### config.mk
export PLATFORM = sky130hd
export DESIGN_NAME = color_cmd_driver
export DESIGN_NICKNAME = d
export VERILOG_FILES = /design/src/rtl/color_cmd_driver.sv
export SDC_FILE = /design/constraint.sdc
export NUM_CORES = 1
export LEC_CHECK = 0
export BUFFER_PORTS_ARGS = -buffer_cell sky130_fd_sc_hd__buf_2
export CAP_MARGIN = 10
export CORE_MARGIN = 2
export CORE_UTILIZATION = 53
export DETAILED_ROUTE_END_ITERATION = 16
export PLACE_DENSITY = 0.86
export REMOVE_ABC_BUFFERS = 1
export SLEW_MARGIN = 20
export SYNTH_ARGS = -nofsm -noshare
export SYNTH_HDL_FRONTEND = slang
export SYNTH_SLANG_ARGS = --single-unit
### constraint.sdc
create_clock -name clk -period 2.15 [get_ports clk]
set_clock_uncertainty 0.1 [all_clocks]
set_input_delay 0.215 -clock clk [delete_from_list [all_inputs] [get_ports clk]]
set_output_delay 0.215 -clock clk [all_outputs]
set_load 0.01 [all_outputs]
### src/rtl/color_cmd_driver.sv
// color_cmd_driver
//   Steers an external two-colour FSM (Blue/Red) to a requested colour.
//   A request is accepted in IDLE. If the FSM already shows the target
//   colour the driver finishes at once. Otherwise it sends one toggle
//   command and waits for the status to follow. After TIMEOUT cycles
//   without a match it re-sends the toggle, up to MAX_RETRY times, and
//   then reports an error. An illegal status code ends the transaction
//   with an error straight away.
//
// Parameters
//   TIMEOUT    cycles spent in WAIT before a retry (1..15)
//   MAX_RETRY  re-issues allowed after the first toggle (0..7)
//
// Ports
//   clk           clock, all state changes on posedge
//   rst           asynchronous active-low reset
//   req_valid     requester offers a target colour
//   req_color     target colour: 0 = Blue, 1 = Red
//   req_ready     high only in IDLE (and therefore during reset)
//   cmd           to colour FSM: 2'h1 = toggle, 2'h0 = hold
//   status        colour FSM code: 2'h1 = Blue, 2'h2 = Red, others illegal
//   done_valid    one-cycle completion pulse
//   done_err      failure flag, qualified by done_valid
//   toggle_count  toggles issued since reset, saturating at 8'hFF
module color_cmd_driver #(
  parameter int TIMEOUT   = 4,
  parameter int MAX_RETRY = 2
) (
  input  logic       clk,
  input  logic       rst,
  input  logic       req_valid,
  input  logic       req_color,
  output logic       req_ready,
  output logic [1:0] cmd,
  input  logic [1:0] status,
  output logic       done_valid,
  output logic       done_err,
  output logic [7:0] toggle_count
);

  typedef enum logic [1:0] {IDLE, ISSUE, WAIT, DONE} state_t;

  localparam logic [3:0] TIMER_LAST = 4'(TIMEOUT - 1);
  localparam logic [2:0] RETRY_MAX  = 3'(MAX_RETRY);

  state_t     state_reg, state_next;
  logic       target_reg, target_next;
  logic [3:0] timer_reg, timer_next;
  logic [2:0] retry_reg, retry_next;
  logic       err_reg, err_next;
  logic [7:0] count_reg, count_next;

  // The colour codes are one-hot: Blue = 2'b01, Red = 2'b10, so a colour
  // bit c maps to {c, ~c}. Both bits equal means an illegal code.
  logic       status_illegal;
  logic [1:0] code_req;
  logic [1:0] code_target;

  assign status_illegal = (status[1] == status[0]);
  assign code_req       = {req_color, ~req_color};
  assign code_target    = {target_reg, ~target_reg};

  assign toggle_count   = count_reg;

  // State and datapath registers. Because every output below is decoded
  // from these registers, reset forces the outputs immediately.
  always_ff @(posedge clk or negedge rst) begin
    if (!rst) begin
      state_reg  <= IDLE;
      target_reg <= 1'b0;
      timer_reg  <= 4'd0;
      retry_reg  <= 3'd0;
      err_reg    <= 1'b0;
      count_reg  <= 8'd0;
    end else begin
      state_reg  <= state_next;
      target_reg <= target_next;
      timer_reg  <= timer_next;
      retry_reg  <= retry_next;
      err_reg    <= err_next;
      count_reg  <= count_next;
    end
  end

  always_comb begin
    state_next  = state_reg;
    target_next = target_reg;
    timer_next  = timer_reg;
    retry_next  = retry_reg;
    err_next    = err_reg;
    count_next  = count_reg;
    req_ready   = 1'b0;
    cmd         = 2'h0;
    done_valid  = 1'b0;
    done_err    = 1'b0;

    case (state_reg)
      IDLE: begin
        req_ready = 1'b1;
        if (req_valid) begin
          target_next = req_color;
          retry_next  = 3'd0;
          // Decide against the incoming colour, not the stale target.
          if (status == code_req) begin
            err_next   = 1'b0;
            state_next = DONE;
          end else if (status_illegal) begin
            err_next   = 1'b1;
            state_next = DONE;
          end else begin
            state_next = ISSUE;
          end
        end
      end

      ISSUE: begin
        cmd        = 2'h1;
        timer_next = 4'd0;
        if (count_reg != 8'hFF) begin
          count_next = count_reg + 8'd1;
        end
        state_next = WAIT;
      end

      WAIT: begin
        // A match wins even on the last timer cycle.
        if (status == code_target) begin
          err_next   = 1'b0;
          state_next = DONE;
        end else if (status_illegal) begin
          err_next   = 1'b1;
          state_next = DONE;
        end else if (timer_reg == TIMER_LAST) begin
          if (retry_reg < RETRY_MAX) begin
            retry_next = retry_reg + 3'd1;
            state_next = ISSUE;
          end else begin
            err_next   = 1'b1;
            state_next = DONE;
          end
        end else begin
          timer_next = timer_reg + 4'd1;
        end
      end

      DONE: begin
        done_valid = 1'b1;
        done_err   = err_reg;
        state_next = IDLE;
      end

      default: begin
        state_next = IDLE;
      end
    endcase
  end

endmodule

==> summary.json, run 1 <==
{
  "status": "finished, final reports clean",
  "syn_area_sq_um": 1047,
  "tritoncts": "done",
  "yosys_warnings": 0,
  "worstReg2RegEnd": "err_reg",
  "setup_tns_ns": 0,
  "clk-insertion-delay-late_ns": 0.30,
  "final_area_sq_um": 1209,
  "worst-r2r-setup-slack_ns": 0.23,
  "worstPathCellList": "ha_1 -> nor3b_1 -> a211oi_2 -> a2111oi_2 -> mux2_1",
  "area_leader_netlist": "sky130_fd_sc_hd__dfrtp_1",
  "gr-usage-all-layers_pct": 20.13,
  "synth.ff_latch_count": 19,
  "grt_antenna_before_repair": 0,
  "max-cap-violations": 0,
  "clk_transition_reported_paths_ns": 0.12,
  "timing.final.crit_period_ns": 1.917,
  "power_per_cell_area_nw_per_um2": 1154,
  "drt_wl_total_mm": 2.136,
  "critical_path_class": "register to register",
  "num_io_pins": 19,
  "grt_setup_unrepaired": "no",
  "cell_internal_pwr_uw": 820.5,
  "endpoint_of_the_worst_hold_path": "retry_reg[2]",
  "critPathMaxFanout": 3,
  "min_period_over_period_pct": 89.17,
  "final_hold_viols": 0,
  "area_occupied_by_multi_input_gates_sq_um": 548.0,
  "worst_hold_startpoint": "req_valid",
  "critPathLaunchType": "register",
  "final_cells": 150,
  "sw_frac_of_total_pct": 41.15,
  "total_half_perimeter_wirelength_after_legalization_and_detailed_placement_mm": 1.543,
  "dp.cells": 145,
  "die_w_um": 48.45,
  "cp-end-kind": "register",
  "drv_slew": 0,
  "diodes": 0,
  "floorplan.initialDensity_pct": 55.07,
  "via_count_of_the_first_global_routing_pass": 834,
  "fin_hold_ws_ns": 0.04842,
  "worstHoldPathCells": 2,
  "synthesis.area_per_instance_sq_um": 10.27,
  "clock_share_of_power_pct": 13.6,
  "vias_per_cell": 5.600,
  "drt_iter0_markers": 21,
  "number_of_flip_flops_under_the_largest_register_name": 8,
  "floorplan.core_area_sq_um": 1902,
  "filler_cell_count": 168,
  "worst_r2r_startpoint": "timer_reg[0]",
  "pre_cts_slack_ns": 0.1401,
  "share_seq_of_total_power_pct": 43.9,
  "remaining_drc_errors": 0,
  "layout-drive-gt1-share_pct": 27.64,
  "synth.top_cells.by_area": "sky130_fd_sc_hd__dfrtp_1 (45%), sky130_fd_sc_hd__a21oi_1 (5.7%), sky130_fd_sc_hd__mux2_2 (4.3%), sky130_fd_sc_hd__ha_1 (3.6%), sky130_fd_sc_hd__xnor2_1 (3.3%)",
  "power.combinational.fraction_pct": 42.5,
  "fp.dieH_um": 48.45,
  "grt_start_max_net_pins": 20,
  "vdd_drop_max_mv": 0.7841,
  "wire_per_inst_um": 14.24,
  "maxClockFrequency_mhz": 521.6,
  "placementRows": 16,
  "globalplace.congestion": 0.8419,
  "hold_path_class": "input port to register",
  "total_leakage_power_uw": 0.0005576,
  "drt_pre_antenna_iters": 4,
  "worstPathArrival_ns": 2.02,
  "drtAntennaViolNets": 0,
  "critPathRequiredTime_ns": 2.25,
  "syn2layout_area_growth_pct": 15.41,
  "max-clock-path-buffers": 2,
  "critical-path-max-stage-delay_ns": 0.41,
  "dpl-instance-area_sq_um": 1162,
  "yosysUniqueCellTypes": 41,
  "layout.area.seq_sq_um": 475.5,
  "fin_nets": 133,
  "vias": 840,
  "clock_sink_count": 19,
  "critical_path.slowest_cell": "sky130_fd_sc_hd__dfrtp_1",
  "port_buffers": 17,
  "die_area_sq_um": 2347,
  "grt_overflow_total": 0,
  "power_switching_uw": 573.7,
  "ctsHtreeMaxLevel": 1,
  "timing.final.ws_setup_ns": 0.2328,
  "yosysTopAreaCellShare_pct": 45.40,
  "cts_inserted_buffers": 3,
  "worstRegToRegCells": 5,
  "finalSetupViolCount": 0,
  "ctsRootBufferMaster": "sky130_fd_sc_hd__clkbuf_4",
  "synth-seq-area-share_pct": 45.40,
  "synthesis.instances": 102,
  "wire_length_of_the_first_global_routing_pass_mm": 3.712,
  "cts_setup_buffers": 0
}
## timing repair
| item | in CTS | in global routing |
|---|---|---|
| setup endpoints to repair | 0 | 2 |
| hold buffers | 1 | 0 |
| gates resized for setup | 0 | 2 |
| hold endpoints to repair | 19 | 0 |
## synthesized netlist by cell type
cell type,n
sky130_fd_sc_hd__a31oi_1,1
sky130_fd_sc_hd__mux2_2,4
sky130_fd_sc_hd__or3b_2,1
sky130_fd_sc_hd__nand2_1,6
sky130_fd_sc_hd__or3b_1,1
sky130_fd_sc_hd__and2_1,1
sky130_fd_sc_hd__a211oi_1,2
sky130_fd_sc_hd__xnor2_1,4
sky130_fd_sc_hd__and2b_2,2
sky130_fd_sc_hd__buf_4,1
sky130_fd_sc_hd__a221o_1,1
sky130_fd_sc_hd__nand3b_1,1
sky130_fd_sc_hd__nand2b_1,1
sky130_fd_sc_hd__inv_1,5
sky130_fd_sc_hd__a21oi_1,12
sky130_fd_sc_hd__conb_1,1
sky130_fd_sc_hd__nand4_1,1
sky130_fd_sc_hd__a2111oi_2,1
sky130_fd_sc_hd__and4_1,2
sky130_fd_sc_hd__or2b_1,1
sky130_fd_sc_hd__nand4b_1,1
sky130_fd_sc_hd__clkbuf_1,1
sky130_fd_sc_hd__o21bai_1,1
sky130_fd_sc_hd__nor3b_1,1
sky130_fd_sc_hd__a41oi_1,1
sky130_fd_sc_hd__nor2b_1,1
sky130_fd_sc_hd__ha_1,3
sky130_fd_sc_hd__and3_1,1
sky130_fd_sc_hd__a211oi_2,1
sky130_fd_sc_hd__mux2_1,1
sky130_fd_sc_hd__xor2_1,1
sky130_fd_sc_hd__or3b_4,1
sky130_fd_sc_hd__nand3_1,3
sky130_fd_sc_hd__or3_1,2
sky130_fd_sc_hd__a21o_2,1
sky130_fd_sc_hd__o21ai_0,4
sky130_fd_sc_hd__mux2i_1,2
sky130_fd_sc_hd__nor2_1,6
sky130_fd_sc_hd__a211o_1,1
sky130_fd_sc_hd__dfrtp_1,19
sky130_fd_sc_hd__a2111oi_0,1
## power by group through the flow
stage / Combinational (uW) / Sequential, uW / Clock [uW]
floorplan: 388 / 609 / 0
global placement: 564 / 603 / 0
detailed placement: 584 / 616 / 0
CTS: 590 / 608 / 193
global route: 664 / 639 / 210
finish: 593 / 613 / 189
## worst max-delay path by stage
stage / slack, ns / endpoint / start / cells past startpoint
floorplan: 0.33 / retry_reg[2] / timer_reg[0] / 5
global placement: 0.25 / retry_reg[2] / timer_reg[0] / 5
detailed placement: 0.14 / retry_reg[2] / timer_reg[0] / 5
CTS: 0.1 / retry_reg[1] / timer_reg[0] / 5
global route: 0.09 / retry_reg[1] / timer_reg[0] / 5
finish: 0.23 / err_reg / timer_reg[0] / 5
## critical path: cells and delay by family (launching register included)
kind | cells | cell delay [ns]
adders and majority gates | 1 | 0.19
DFF | 1 | 0.41
and+or+nand+nor | 1 | 0.32
AOI/OAI and AO/OA | 2 | 0.44
muxes | 1 | 0.36
## cells by family after synthesis
| logic type | share of synthesized area, % |
|---|---|
| compound gates | 17.32 |
| xor+xnor | 4.181 |
| fa+ha+maj | 3.585 |
| buf+inv | 2.867 |
| flops | 45.40 |
| mux | 7.288 |
| other cells | 0.3581 |
| simple gates | 19.00 |
## layer usage
layer	wire length (um)	share of wire [%]	GRT usage (%)	up-vias
met5	0	0	0	-
met2	1119	52	33.10	16
met4	0	0	2.857	0
met3	97	4.5	6.481	0
met1	918	43	26.83	411
li1	-	-	-	413
## final cells by class
type / count / share of cell area (%)
Multi-Input combinational cell: 76 / 45.34
Sequential cell: 19 / 39.34
Timing Repair Buffer: 19 / 8.489
Tap cell: 27 / 2.795
Clock buffer: 3 / 1.863
Inverter: 5 / 1.553
Clock inverter: 1 / 0.6211
## through the flow
step / utilization (%) / total power (uW)
global placement: 61.12 / 1167
floorplan: - / 996.6
global route: 63.55 / 1513
detailed placement: 61.12 / 1199
CTS: 63.22 / 1392
finish: 63.55 / 1394
## layout by cell type, fill, tap and decap left out, drive strengths merged, types with 2 or more instances in the layout
master and n:
a2111oi 2, a211oi 3, a21oi 12, and2b 2, and4 2, buf 18, clkbuf 3, dfrtp 19
ha 3, inv 5, mux2 5, mux2i 2, nand2 6, nand3 3, nor2 6, o21ai 4
or3 2, or3b 3, xnor2 4
No activity file was read; power rests on OpenSTA's default activity.
==> inputs of run 2 (changes only) <==
--- a/config.mk
+++ b/config.mk
@@ -9,8 +9,10 @@
 export CAP_MARGIN = 10
 export CORE_MARGIN = 2
 export CORE_UTILIZATION = 53
+export CTS_CLUSTER_SIZE = 16
 export DETAILED_ROUTE_END_ITERATION = 16
 export PLACE_DENSITY = 0.86
+export RECOVER_POWER = 25
 export REMOVE_ABC_BUFFERS = 1
 export SLEW_MARGIN = 20
 export SYNTH_ARGS = -nofsm -noshare
==> summary.json, run 2 (synthesized netlist as in run 1, its figures left out) <==
{
  "ctsRootBufferMaster": "sky130_fd_sc_hd__clkbuf_4",
  "fin_nets": 133,
  "num_io_pins": 19,
  "grt_setup_unrepaired": "no",
  "die_area_sq_um": 2347,
  "max-clock-path-buffers": 2,
  "power.combinational.fraction_pct": 42.5,
  "cp-end-kind": "register",
  "clock_share_of_power_pct": 13.5,
  "critical_path_class": "register to register",
  "worstPathCellList": "ha_1 -> nor3b_1 -> a211oi_2 -> a2111oi_2 -> mux2_1",
  "number_of_flip_flops_under_the_largest_register_name": 8,
  "critPathMaxFanout": 3,
  "grt_overflow_total": 0,
  "vdd_drop_max_mv": 0.7838,
  "area_occupied_by_multi_input_gates_sq_um": 548.0,
  "min_period_over_period_pct": 89.17,
  "grt_antenna_before_repair": 0,
  "globalplace.congestion": 0.8419,
  "final_cells": 150,
  "power_switching_uw": 573.2,
  "pin_slew_with_the_least_headroom_to_its_limit_ns": 0.9853,
  "diodes": 0,
  "floorplan.initialDensity_pct": 55.07,
  "drt_wl_total_mm": 2.139,
  "remaining_drc_errors": 0,
  "drt_pre_antenna_iters": 4,
  "total_half_perimeter_wirelength_after_legalization_and_detailed_placement_mm": 1.543,
  "critPathRequiredTime_ns": 2.25,
  "clk_transition_reported_paths_ns": 0.12,
  "pre_cts_slack_ns": 0.1401,
  "drv_slew": 0,
  "timing.final.crit_period_ns": 1.917,
  "via_count_of_the_first_global_routing_pass": 834,
  "maxClockFrequency_mhz": 521.6,
  "clk-insertion-delay-late_ns": 0.30,
  "cts_inserted_buffers": 3,
  "finalSetupViolCount": 0,
  "dp.cells": 145,
  "tritoncts": "done",
  "clock_sink_count": 19,
  "wire_per_inst_um": 14.26,
  "slew_headroom_pct": 34.31,
  "max-cap-violations": 0,
  "placementRows": 16,
  "worstPathArrival_ns": 2.02,
  "cts_setup_buffers": 0,
  "floorplan.core_area_sq_um": 1902,
  "final_hold_viols": 0,
  "vias": 840,
  "layout-drive-gt1-share_pct": 26.83,
  "syn2layout_area_growth_pct": 15.29,
  "sw_frac_of_total_pct": 41.14,
  "ctsHtreeMaxLevel": 1,
  "layout.area.seq_sq_um": 475.5,
  "commonest_non_fill_non_tap_cell_in_the_layout": "sky130_fd_sc_hd__dfrtp_1",
  "fp.dieH_um": 48.45,
  "final_cell_mix": "sky130_fd_sc_hd__dfrtp_1 (19), sky130_fd_sc_hd__buf_2 (16), sky130_fd_sc_hd__a21oi_1 (12), sky130_fd_sc_hd__nand2_1 (6), sky130_fd_sc_hd__nor2_1 (6)",
  "worst_path_dominant_cell_family": "compound AO/OA/AOI/OAI gates",
  "status": "finished, final reports clean",
  "worst-r2r-setup-slack_ns": 0.23,
  "cell_internal_pwr_uw": 820.2,
  "filler_cell_count": 169,
  "drt_iter0_markers": 21,
  "timing.final.ws_setup_ns": 0.2328,
  "gr-usage-all-layers_pct": 20.13,
  "vias_per_cell": 5.600,
  "share_seq_of_total_power_pct": 44.0,
  "total_leakage_power_uw": 0.0005548,
  "design_power_total_uw": 1393,
  "grt_start_max_net_pins": 20,
  "port_buffers": 17,
  "critical_path.slowest_cell": "sky130_fd_sc_hd__dfrtp_1",
  "setup_tns_ns": 0,
  "drtAntennaViolNets": 0,
  "postLayoutCoreUtil_pct": 63.49,
  "critPathLaunchType": "register",
  "power_per_cell_area_nw_per_um2": 1154,
  "die_w_um": 48.45,
  "wire_length_of_the_first_global_routing_pass_mm": 3.712,
  "critical-path-max-stage-delay_ns": 0.41,
  "hold_path_class": "input port to register",
  "crit_buf_inv": 0
}
-- run 2: changes by cell type in the layout (fill, tap and decap cells not counted) --
cell                       change
sky130_fd_sc_hd__buf_2         -1
sky130_fd_sc_hd__clkbuf_1      +1
-- run 2: per-stage QoR --
step,hold WS [ns],instance area (sq um)
final,0.04958,1207
after global routing,0.06274,1207
after CTS,0.04693,1202
after detailed placement,0.07452,1162
after global placement,0.07348,1162
after floorplan,-0.1806,1036
-- run 2: repair_timing --
action	CTS	global route
hold buffers	1	0
endpoints found under the setup margin	0	2
endpoints found under the hold margin	19	0
gates resized for setup	0	2
-- run 2: worst paths after layout --
kind / cells after the start / from / to
min in group asynchronous: 2 / rst / toggle_count[7]
min reg2reg: 1 / err_reg / err_reg
max reg2reg: 5 / timer_reg[0] / err_reg
max: 5 / timer_reg[0] / err_reg
min: 2 / req_valid / retry_reg[2]
max in group asynchronous: 2 / rst / toggle_count[5]
-- run 2: power groups by stage --
stage          clock [uW]  sequential, uW  combinational (uW)
2_1_floorplan           0             609                 388
3_3_place_gp            0             603                 564
3_5_place_dp            0             616                 584
4_1_cts               193             608                 590
5_1_grt               210             639                 664
6_report              189             612                 592
-- run 2: layout make-up --
type	instances	area share [%]
Inverter	5	1.554
Timing Repair Buffer	19	8.394
Tap cell	27	2.798
Sequential cell	19	39.38
Multi-Input combinational cell	76	45.39
Clock buffer	3	1.865
Clock inverter	1	0.6218
-- run 2: layer usage --
layer  vias to the layer above  wire [um]  global-route usage (%)
li1                        414          -                       -
met1                       414        949                   26.83
met3                         0         75                   6.481
met4                         0          0                   2.857
met2                        12       1114                   33.10
met5                         -          0                       0
